[src/rtl/alu_issue_ctrl_pkg.sv]
// Shared constants, types and helpers for the ALU issue controller and its
// load scoreboard.
package alu_issue_ctrl_pkg;

   localparam int cXLEN          = 32;
   localparam int cRegSelBitW    = 5;
   localparam int cRegPipeDepth  = 3;
   localparam int cBranchTimeout = 4;
   localparam int cNumRegs       = 1 << cRegSelBitW;
   localparam int cTimerW        = (cBranchTimeout > 2) ? $clog2(cBranchTimeout) : 1;

   typedef logic [cRegSelBitW-1:0] tRegAddr;

   typedef enum logic [1:0] {
      eRun    = 2'd0,
      eBrWait = 2'd1,
      eFlush  = 2'd2
   } tIssueState;

   typedef struct packed {
      logic    valid;
      tRegAddr rs1Addr;
      tRegAddr rs2Addr;
      logic    useRs1;
      logic    useRs2;
      tRegAddr rdAddr;
      logic    writesRd;
      logic    isLoad;
      logic    isBranch;
   } tIssueReq;

   // x0 is hardwired, so a read of it can never depend on an older writer.
   function automatic logic srcMatch(input logic useSrc, input tRegAddr src, input tRegAddr rd);
      return useSrc && (src != tRegAddr'(0)) && (src == rd);
   endfunction

endpackage

[src/rtl/alu_issue_ctrl_if.sv]
// Decode/ALU-side handshake bundle of the issue controller.
interface alu_issue_ctrl_if;
   import alu_issue_ctrl_pkg::*;

   logic             iIssueValid;
   tRegAddr          iRs1Addr;
   tRegAddr          iRs2Addr;
   logic             iUseRs1;
   logic             iUseRs2;
   tRegAddr          iRdAddr;
   logic             iWritesRd;
   logic             iIsLoad;
   logic             iIsBranch;
   logic             iLoadDoneValid;
   tRegAddr          iLoadDoneAddr;
   logic             iBranchValid;
   logic             iBranchTaken;
   logic             oIssueReady;
   logic             oIssueFire;
   logic             oFlush;
   logic             oBranchErr;
   logic [cXLEN-1:0] oStallCnt;

   modport master (
      output iIssueValid, iRs1Addr, iRs2Addr, iUseRs1, iUseRs2, iRdAddr,
             iWritesRd, iIsLoad, iIsBranch, iLoadDoneValid, iLoadDoneAddr,
             iBranchValid, iBranchTaken,
      input  oIssueReady, oIssueFire, oFlush, oBranchErr, oStallCnt
   );

   modport slave (
      input  iIssueValid, iRs1Addr, iRs2Addr, iUseRs1, iUseRs2, iRdAddr,
             iWritesRd, iIsLoad, iIsBranch, iLoadDoneValid, iLoadDoneAddr,
             iBranchValid, iBranchTaken,
      output oIssueReady, oIssueFire, oFlush, oBranchErr, oStallCnt
   );

endinterface

[src/rtl/alu_issue_ctrl_load_scoreboard.sv]
// Busy bit per architectural register for loads still waiting on memory;
// a set and a clear of the same register in one cycle leaves it busy.
module alu_issue_ctrl_load_scoreboard
   import alu_issue_ctrl_pkg::*;
(
   input  logic    iClk,
   input  logic    iRst,
   input  logic    iSetEn,
   input  tRegAddr iSetAddr,
   input  logic    iClrEn,
   input  tRegAddr iClrAddr,
   input  tRegAddr iRdAddrA,
   output logic    oBusyA,
   input  tRegAddr iRdAddrB,
   output logic    oBusyB
);

   localparam logic [cNumRegs-1:0] cOneHot0 = {{(cNumRegs-1){1'b0}}, 1'b1};

   logic [cNumRegs-1:0] busy_r;
   logic [cNumRegs-1:0] setMask_s;
   logic [cNumRegs-1:0] clrMask_s;
   logic [cNumRegs-1:0] busyNext_s;

   // Next busy vector: clear first, then set, so set wins; x0 is never marked.
   always_comb begin
      setMask_s  = (iSetEn && (iSetAddr != tRegAddr'(0))) ? (cOneHot0 << iSetAddr)
                                                          : {cNumRegs{1'b0}};
      clrMask_s  = iClrEn ? (cOneHot0 << iClrAddr) : {cNumRegs{1'b0}};
      busyNext_s = (busy_r & ~clrMask_s) | setMask_s;
   end

   // Busy bit storage.
   always_ff @(posedge iClk) begin
      if (iRst) begin
         busy_r <= {cNumRegs{1'b0}};
      end else begin
         busy_r <= busyNext_s;
      end
   end

   assign oBusyA = busy_r[iRdAddrA];
   assign oBusyB = busy_r[iRdAddrB];

endmodule

[src/rtl/alu_issue_ctrl.sv]
// Issue controller between decode and the 2-cycle ALU: RAW hazard stalls,
// branch serialisation with flush/timeout, and a saturating stall counter.
module alu_issue_ctrl
   import alu_issue_ctrl_pkg::*;
(
   input logic             iClk,
   input logic             iRst,
   alu_issue_ctrl_if.slave bus
);

   tIssueReq               req_s;
   tIssueState             state_r;
   tIssueState             stateNext_s;
   logic [cTimerW-1:0]     brTimer_r;
   logic [cTimerW-1:0]     brTimerNext_s;
   logic                   brTimeout_s;
   logic                   flush_r;
   logic                   branchErr_r;
   logic [cXLEN-1:0]       stallCnt_r;
   logic [cRegPipeDepth-1:1] pipeVld_r;
   tRegAddr                pipeRd_r [1:cRegPipeDepth-1];
   logic                   pipeHazard_s;
   logic                   busyRs1_s;
   logic                   busyRs2_s;
   logic                   hazard_s;
   logic                   ready_s;
   logic                   fire_s;
   logic                   regOpFire_s;
   logic                   loadFire_s;

   assign req_s = '{
      valid:    bus.iIssueValid,
      rs1Addr:  bus.iRs1Addr,
      rs2Addr:  bus.iRs2Addr,
      useRs1:   bus.iUseRs1,
      useRs2:   bus.iUseRs2,
      rdAddr:   bus.iRdAddr,
      writesRd: bus.iWritesRd,
      isLoad:   bus.iIsLoad,
      isBranch: bus.iIsBranch
   };

   alu_issue_ctrl_load_scoreboard uSb (
      .iClk     (iClk),
      .iRst     (iRst),
      .iSetEn   (loadFire_s),
      .iSetAddr (req_s.rdAddr),
      .iClrEn   (bus.iLoadDoneValid),
      .iClrAddr (bus.iLoadDoneAddr),
      .iRdAddrA (req_s.rs1Addr),
      .oBusyA   (busyRs1_s),
      .iRdAddrB (req_s.rs2Addr),
      .oBusyB   (busyRs2_s)
   );

   // Stage 0 of the reg-op pipe is the issuing slot; stages 1.. are the ALU
   // cycles after it. The regfile write of the last stage forwards to reads.
   always_ff @(posedge iClk) begin
      if (iRst) begin
         pipeVld_r <= {(cRegPipeDepth-1){1'b0}};
         for (int i = 1; i < cRegPipeDepth; i++) begin
            pipeRd_r[i] <= tRegAddr'(0);
         end
      end else begin
         pipeVld_r[1] <= regOpFire_s;
         pipeRd_r[1]  <= req_s.rdAddr;
         for (int i = 2; i < cRegPipeDepth; i++) begin
            pipeVld_r[i] <= pipeVld_r[i-1];
            pipeRd_r[i]  <= pipeRd_r[i-1];
         end
      end
   end

   // RAW hazard against in-flight reg-ops and outstanding loads.
   always_comb begin
      pipeHazard_s = 1'b0;
      for (int i = 1; i < cRegPipeDepth; i++) begin
         pipeHazard_s = pipeHazard_s |
                        (pipeVld_r[i] && (srcMatch(req_s.useRs1, req_s.rs1Addr, pipeRd_r[i]) ||
                                          srcMatch(req_s.useRs2, req_s.rs2Addr, pipeRd_r[i])));
      end
      hazard_s = pipeHazard_s ||
                 (req_s.useRs1 && (req_s.rs1Addr != tRegAddr'(0)) && busyRs1_s) ||
                 (req_s.useRs2 && (req_s.rs2Addr != tRegAddr'(0)) && busyRs2_s);
   end

   // FSM state, branch timer, flush pulse and sticky branch error.
   always_ff @(posedge iClk) begin
      if (iRst) begin
         state_r     <= eRun;
         brTimer_r   <= {cTimerW{1'b0}};
         flush_r     <= 1'b0;
         branchErr_r <= 1'b0;
      end else begin
         state_r     <= stateNext_s;
         brTimer_r   <= brTimerNext_s;
         flush_r     <= (stateNext_s == eFlush);
         branchErr_r <= branchErr_r | brTimeout_s;
      end
   end

   // FSM next state; branch results outside BR_WAIT are ignored.
   always_comb begin
      stateNext_s   = state_r;
      brTimerNext_s = brTimer_r;
      brTimeout_s   = 1'b0;
      case (state_r)
         eRun: begin
            if (fire_s && req_s.isBranch) begin
               stateNext_s   = eBrWait;
               brTimerNext_s = {cTimerW{1'b0}};
            end else begin
               stateNext_s   = eRun;
            end
         end
         eBrWait: begin
            if (bus.iBranchValid) begin
               stateNext_s = bus.iBranchTaken ? eFlush : eRun;
            end else if (brTimer_r == cTimerW'(cBranchTimeout - 1)) begin
               stateNext_s = eRun;
               brTimeout_s = 1'b1;
            end else begin
               brTimerNext_s = brTimer_r + cTimerW'(1);
            end
         end
         eFlush:  stateNext_s = eRun;
         default: stateNext_s = eRun;
      endcase
   end

   // FSM outputs: issue gate and fire qualifiers.
   always_comb begin
      case (state_r)
         eRun:    ready_s = !hazard_s && !iRst;
         eBrWait: ready_s = 1'b0;
         eFlush:  ready_s = 1'b0;
         default: ready_s = 1'b0;
      endcase
      fire_s      = req_s.valid && ready_s;
      regOpFire_s = fire_s && req_s.writesRd && !req_s.isLoad;
      loadFire_s  = fire_s && req_s.isLoad;
   end

   // Saturating count of cycles decode was held off.
   always_ff @(posedge iClk) begin
      if (iRst) begin
         stallCnt_r <= {cXLEN{1'b0}};
      end else if (req_s.valid && !ready_s && !(&stallCnt_r)) begin
         stallCnt_r <= stallCnt_r + cXLEN'(1);
      end else begin
         stallCnt_r <= stallCnt_r;
      end
   end

   assign bus.oIssueReady = ready_s;
   assign bus.oIssueFire  = fire_s;
   assign bus.oFlush      = flush_r;
   assign bus.oBranchErr  = branchErr_r;
   assign bus.oStallCnt   = stallCnt_r;

endmodule

[src/flat_wrapper.sv]
// flat-port wrapper written by rule: the top's interface ports become plain ports
module alu_issue_ctrl_flat import alu_issue_ctrl_pkg::*;
  (iClk, iRst, bus_iIssueValid, bus_iRs1Addr, bus_iRs2Addr, bus_iUseRs1, bus_iUseRs2, bus_iRdAddr, bus_iWritesRd, bus_iIsLoad, bus_iIsBranch, bus_iLoadDoneValid, bus_iLoadDoneAddr, bus_iBranchValid, bus_iBranchTaken, bus_oIssueReady, bus_oIssueFire, bus_oFlush, bus_oBranchErr, bus_oStallCnt);
  alu_issue_ctrl_if bus_i ();
  input logic iClk;
  input logic iRst;
  input wire logic [$bits(bus_i.iIssueValid)-1:0] bus_iIssueValid;
  input wire logic [$bits(bus_i.iRs1Addr)-1:0] bus_iRs1Addr;
  input wire logic [$bits(bus_i.iRs2Addr)-1:0] bus_iRs2Addr;
  input wire logic [$bits(bus_i.iUseRs1)-1:0] bus_iUseRs1;
  input wire logic [$bits(bus_i.iUseRs2)-1:0] bus_iUseRs2;
  input wire logic [$bits(bus_i.iRdAddr)-1:0] bus_iRdAddr;
  input wire logic [$bits(bus_i.iWritesRd)-1:0] bus_iWritesRd;
  input wire logic [$bits(bus_i.iIsLoad)-1:0] bus_iIsLoad;
  input wire logic [$bits(bus_i.iIsBranch)-1:0] bus_iIsBranch;
  input wire logic [$bits(bus_i.iLoadDoneValid)-1:0] bus_iLoadDoneValid;
  input wire logic [$bits(bus_i.iLoadDoneAddr)-1:0] bus_iLoadDoneAddr;
  input wire logic [$bits(bus_i.iBranchValid)-1:0] bus_iBranchValid;
  input wire logic [$bits(bus_i.iBranchTaken)-1:0] bus_iBranchTaken;
  output wire logic [$bits(bus_i.oIssueReady)-1:0] bus_oIssueReady;
  output wire logic [$bits(bus_i.oIssueFire)-1:0] bus_oIssueFire;
  output wire logic [$bits(bus_i.oFlush)-1:0] bus_oFlush;
  output wire logic [$bits(bus_i.oBranchErr)-1:0] bus_oBranchErr;
  output wire logic [$bits(bus_i.oStallCnt)-1:0] bus_oStallCnt;
  assign bus_i.iIssueValid = bus_iIssueValid;
  assign bus_i.iRs1Addr = bus_iRs1Addr;
  assign bus_i.iRs2Addr = bus_iRs2Addr;
  assign bus_i.iUseRs1 = bus_iUseRs1;
  assign bus_i.iUseRs2 = bus_iUseRs2;
  assign bus_i.iRdAddr = bus_iRdAddr;
  assign bus_i.iWritesRd = bus_iWritesRd;
  assign bus_i.iIsLoad = bus_iIsLoad;
  assign bus_i.iIsBranch = bus_iIsBranch;
  assign bus_i.iLoadDoneValid = bus_iLoadDoneValid;
  assign bus_i.iLoadDoneAddr = bus_iLoadDoneAddr;
  assign bus_i.iBranchValid = bus_iBranchValid;
  assign bus_i.iBranchTaken = bus_iBranchTaken;
  assign bus_oIssueReady = bus_i.oIssueReady;
  assign bus_oIssueFire = bus_i.oIssueFire;
  assign bus_oFlush = bus_i.oFlush;
  assign bus_oBranchErr = bus_i.oBranchErr;
  assign bus_oStallCnt = bus_i.oStallCnt;
  alu_issue_ctrl u_core (.iClk(iClk), .iRst(iRst), .bus(bus_i));
endmodule
[config.mk]
export PLATFORM = sky130hd
export DESIGN_NAME = alu_issue_ctrl_flat
export DESIGN_NICKNAME = d
export VERILOG_FILES = /design/src/rtl/alu_issue_ctrl_pkg.sv /design/src/rtl/alu_issue_ctrl_if.sv /design/src/rtl/alu_issue_ctrl_load_scoreboard.sv /design/src/rtl/alu_issue_ctrl.sv /design/src/flat_wrapper.sv
export SDC_FILE = /design/constraint.sdc
export NUM_CORES = 1
export LEC_CHECK = 0
export CORE_MARGIN = 1
export CORE_UTILIZATION = 25
export CTS_CLUSTER_DIAMETER = 150
export DETAILED_ROUTE_END_ITERATION = 16
export GPL_ROUTABILITY_DRIVEN = 1
export SYNTH_ARGS = -nofsm -noshare
export SYNTH_HDL_FRONTEND = slang
export SYNTH_SLANG_ARGS = --single-unit
[constraint.sdc]
create_clock -name iClk -period 3.6 [get_ports iClk]
set_input_delay 0.54 -clock iClk [delete_from_list [all_inputs] [get_ports iClk]]
set_output_delay 0.54 -clock iClk [all_outputs]
set_load 0.02 [all_outputs]
==> impl_metrics.toml <==
[run_status]
status = "completed"

[synth]
ys_warn_count = 0
synth.distinct_cells = 54
syn_area_per_cell_um2 = 8.72
synthCells = 513
syn_area_um2 = 4470
synth_edf_count = 0
synth-main-ff-cell = "dfxtp_1"
synthArstFlopShare = 0
seq_area_frac_synth = 0.367
ys_seq_elements = 82
syn_nets = 546

[worst_setup_path]
crit_top_cell = "buf_4"
arrival_ns = 3.73
cp_cell_sequence = "clkdlybuf4s50_1 -> or3b_2 -> o22a_1 -> a41o_1 -> a31o_2 -> nand4b_1 -> buf_4 -> buf_4 -> nand2_1 -> buf_12 -> nor4_1 -> mux2_2"
cp-end-kind = "flip-flop"
r2r_cells = 9
startpoint_type = "input port"
critPathKind = "input port to flip-flop"
crit_slowest_cell = "clkdlybuf4s50_1"
cp_max_fo = 22
slowest_delay_ns = 0.56
r2r_slack_ns = 0.57
critPathTopFamily = "buffers and inverters"
path_buf_inv = 4
r2r-start = "u_core.uSb.busy_r[23]"
cp.depth = 12
crit_required_ns = 3.83
r2r_end = "u_core.uSb.busy_r[25]"

[floorplanning]
io_pins = 67
fp-row-count = 48
die-area_um2 = 18400
die_y_um = 136
die_w_um = 136
core_region_area_um2 = 17400
initial_core_util = 0.257

[finish]
stdcell_area_um2 = 5750
final_common_cell = "dfxtp_1"
layout_common_cells = "82 x dfxtp_1, 61 x clkdlybuf4s50_1, 44 x nor2b_1, 40 x nand2_1, 37 x nor2_1"
synthToLayoutAreaGrowth_pct = 28.6
layout-drive-gt1-share = 0.121
n_antenna_cell = 0
nets = 617
ff_latch_area_um2 = 1640
multi_input_area_um2 = 2670
fillers = 1826

[place]
dp_hpwl_um = 9330
gp_congestion = 0.884
place_area_um2 = 5490
numPortBuffers = 66

[clock_network]
post-cts-setup-buffers = 0
cts_max_path_buffers = 2
htreeDepth = 3
clk_pin_slew_ns = 0.06
cts_buffers = 9
cts_root_buf = "clkbuf_16"
cts_tree = "built"
cts.sinks = 82
clock_latency_ns = 0.34
cts_hold_buf = 0

[routing]
wire_per_inst_um = 16.0
viasPerCell = 5.02
drcViolationCount = 0
vias = 4079
finalWirelength_um = 13000
drt.antenna.violating_nets = 0
first_pass_iters = 4
dr.first_iter.drc_count = 253

[grt]
overflow = 0
antenna_found_initial = 0
grt_start_max_net_pins = 78
grt_pass1_wl_um = 20500
grt_pass1_vias = 3756
grt_usage = 0.145

[flow_run]
maxCapViolCount = 0

[timing]
skew_ns = 0.00738
worstMarginPinSlew_ns = 0.791
min_period_over_period = 0.972
slew_viol_final = 0
rsz0062_at_grt = "no"
hold_viol_final = 0
setup_viol = 0
fmax_mhz = 286
slew_headroom = 0.471
min_period_ns = 3.50

[hold_path]
hp-class = "flip-flop to flip-flop"
hold_path.startpoint = "u_core.brTimer_r[1]"
min_path_cells = 2
min_to = "u_core.brTimer_r[1]"

[power]
power_density_nw_per_um2 = 346
peakVddDrop_mv = 0.223
total_power_mw = 1.99
power_leakage_nw = 1.92
## state kept, by name, summed over array words and instances, names as in the netlist
signal                 count
u_core.pipeRd_r           10
u_core.bus.oBranchErr      1
u_core.state_r             2
u_core.brTimer_r           2
u_core.bus.oFlush          1
u_core.uSb.busy_r         32
u_core.bus.oStallCnt      32
u_core.pipeVld_r           2
## stage by stage
stage               hold WS, ns  std cells  TNS (ns)  setup slack [ns]   util
global route              0.475        812         0           0.00728  0.330
floorplan                 0.436        513         0             0.140      -
global placement          0.447        798     -9.01            -0.556  0.315
finish                    0.457        812         0             0.100  0.330
CTS                       0.459        812         0            0.0282  0.329
detailed placement        0.451        798     -9.72            -0.557  0.315
## how the worst max path moves through the flow
stage / from / endpoint / slack (ns)
floorplan: bus_iRs2Addr[0] / bus_oIssueFire / 0.14
global placement: bus_iRs2Addr[0] / bus_oIssueFire / -0.56
detailed placement: bus_iRs2Addr[0] / bus_oIssueFire / -0.56
CTS: bus_iRs1Addr[0] / bus_oIssueFire / 0.03
global route: bus_iRs1Addr[0] / bus_oIssueReady / 0.007
finish: bus_iRs1Addr[1] / u_core.bus.oStallCnt[28] / 0.10
## report_power, final
| part | total [mW] | internal [mW] | switching (mW) |
|---|---|---|---|
| combinational | 0.226 | 0.102 | 0.123 |
| sequential | 0.929 | 0.918 | 0.0116 |
| clock | 0.835 | 0.480 | 0.355 |
## cells in the mapped netlist, types with 15 or more instances
cell / number / area (µm²)
clkbuf_1: 19 / 71.3
o21ai_1: 15 / 75.1
o21ai_0: 20 / 100
nand2_1: 40 / 150
nor2_1: 37 / 139
nand3b_1: 18 / 135
o31ai_1: 15 / 113
nand3_1: 27 / 135
dfxtp_1: 82 / 1640
nor2b_1: 44 / 275
a21oi_1: 15 / 75.1
xor2_1: 15 / 131
## worst reg2reg max path: cells and delay by family (launching register included)
kind | cells | cell delay, ns
flops | 1 | 0.33
mux | 2 | 0.94
compound gates | 1 | 0.17
simple gates | 5 | 1.27
buf+inv | 1 | 0.23
## cell type report
class / instances / area share
inverter: 9 / 0.00587
sequential: 82 / 0.285
timing repair buffer: 92 / 0.151
clock buffer: 14 / 0.0441
multi-input combinational: 390 / 0.464
tap: 225 / 0.0489
## repair_timing
action / 4_1_cts / 5_1_grt
endpoints found under the setup margin: 10 / 5
gates cloned: 0 / 0
resized for setup: 6 / 6
pin swaps: 0 / 1
## cell families after synthesis
group                    Yosys count  synth area share
AO/OA/AOI/OAI                     89             0.128
XOR/XNOR                          29            0.0568
adder cells (fa/ha/maj)            2           0.00559
buffers and inverters             41            0.0403
flip-flops                        82             0.367
multiplexers                      32             0.111
AND/OR/NAND/NOR                  238             0.292
## layer usage
metal | GRT usage | up-vias | share of wire
met5 | 0 | - | 0
met4 | 0.0356 | 0 | 0.013
met3 | 0.0340 | 16 | 0.064
met2 | 0.232 | 127 | 0.46
met1 | 0.193 | 1937 | 0.46
li1 | - | 1999 | -
No activity file was read; power rests on OpenSTA's default activity.
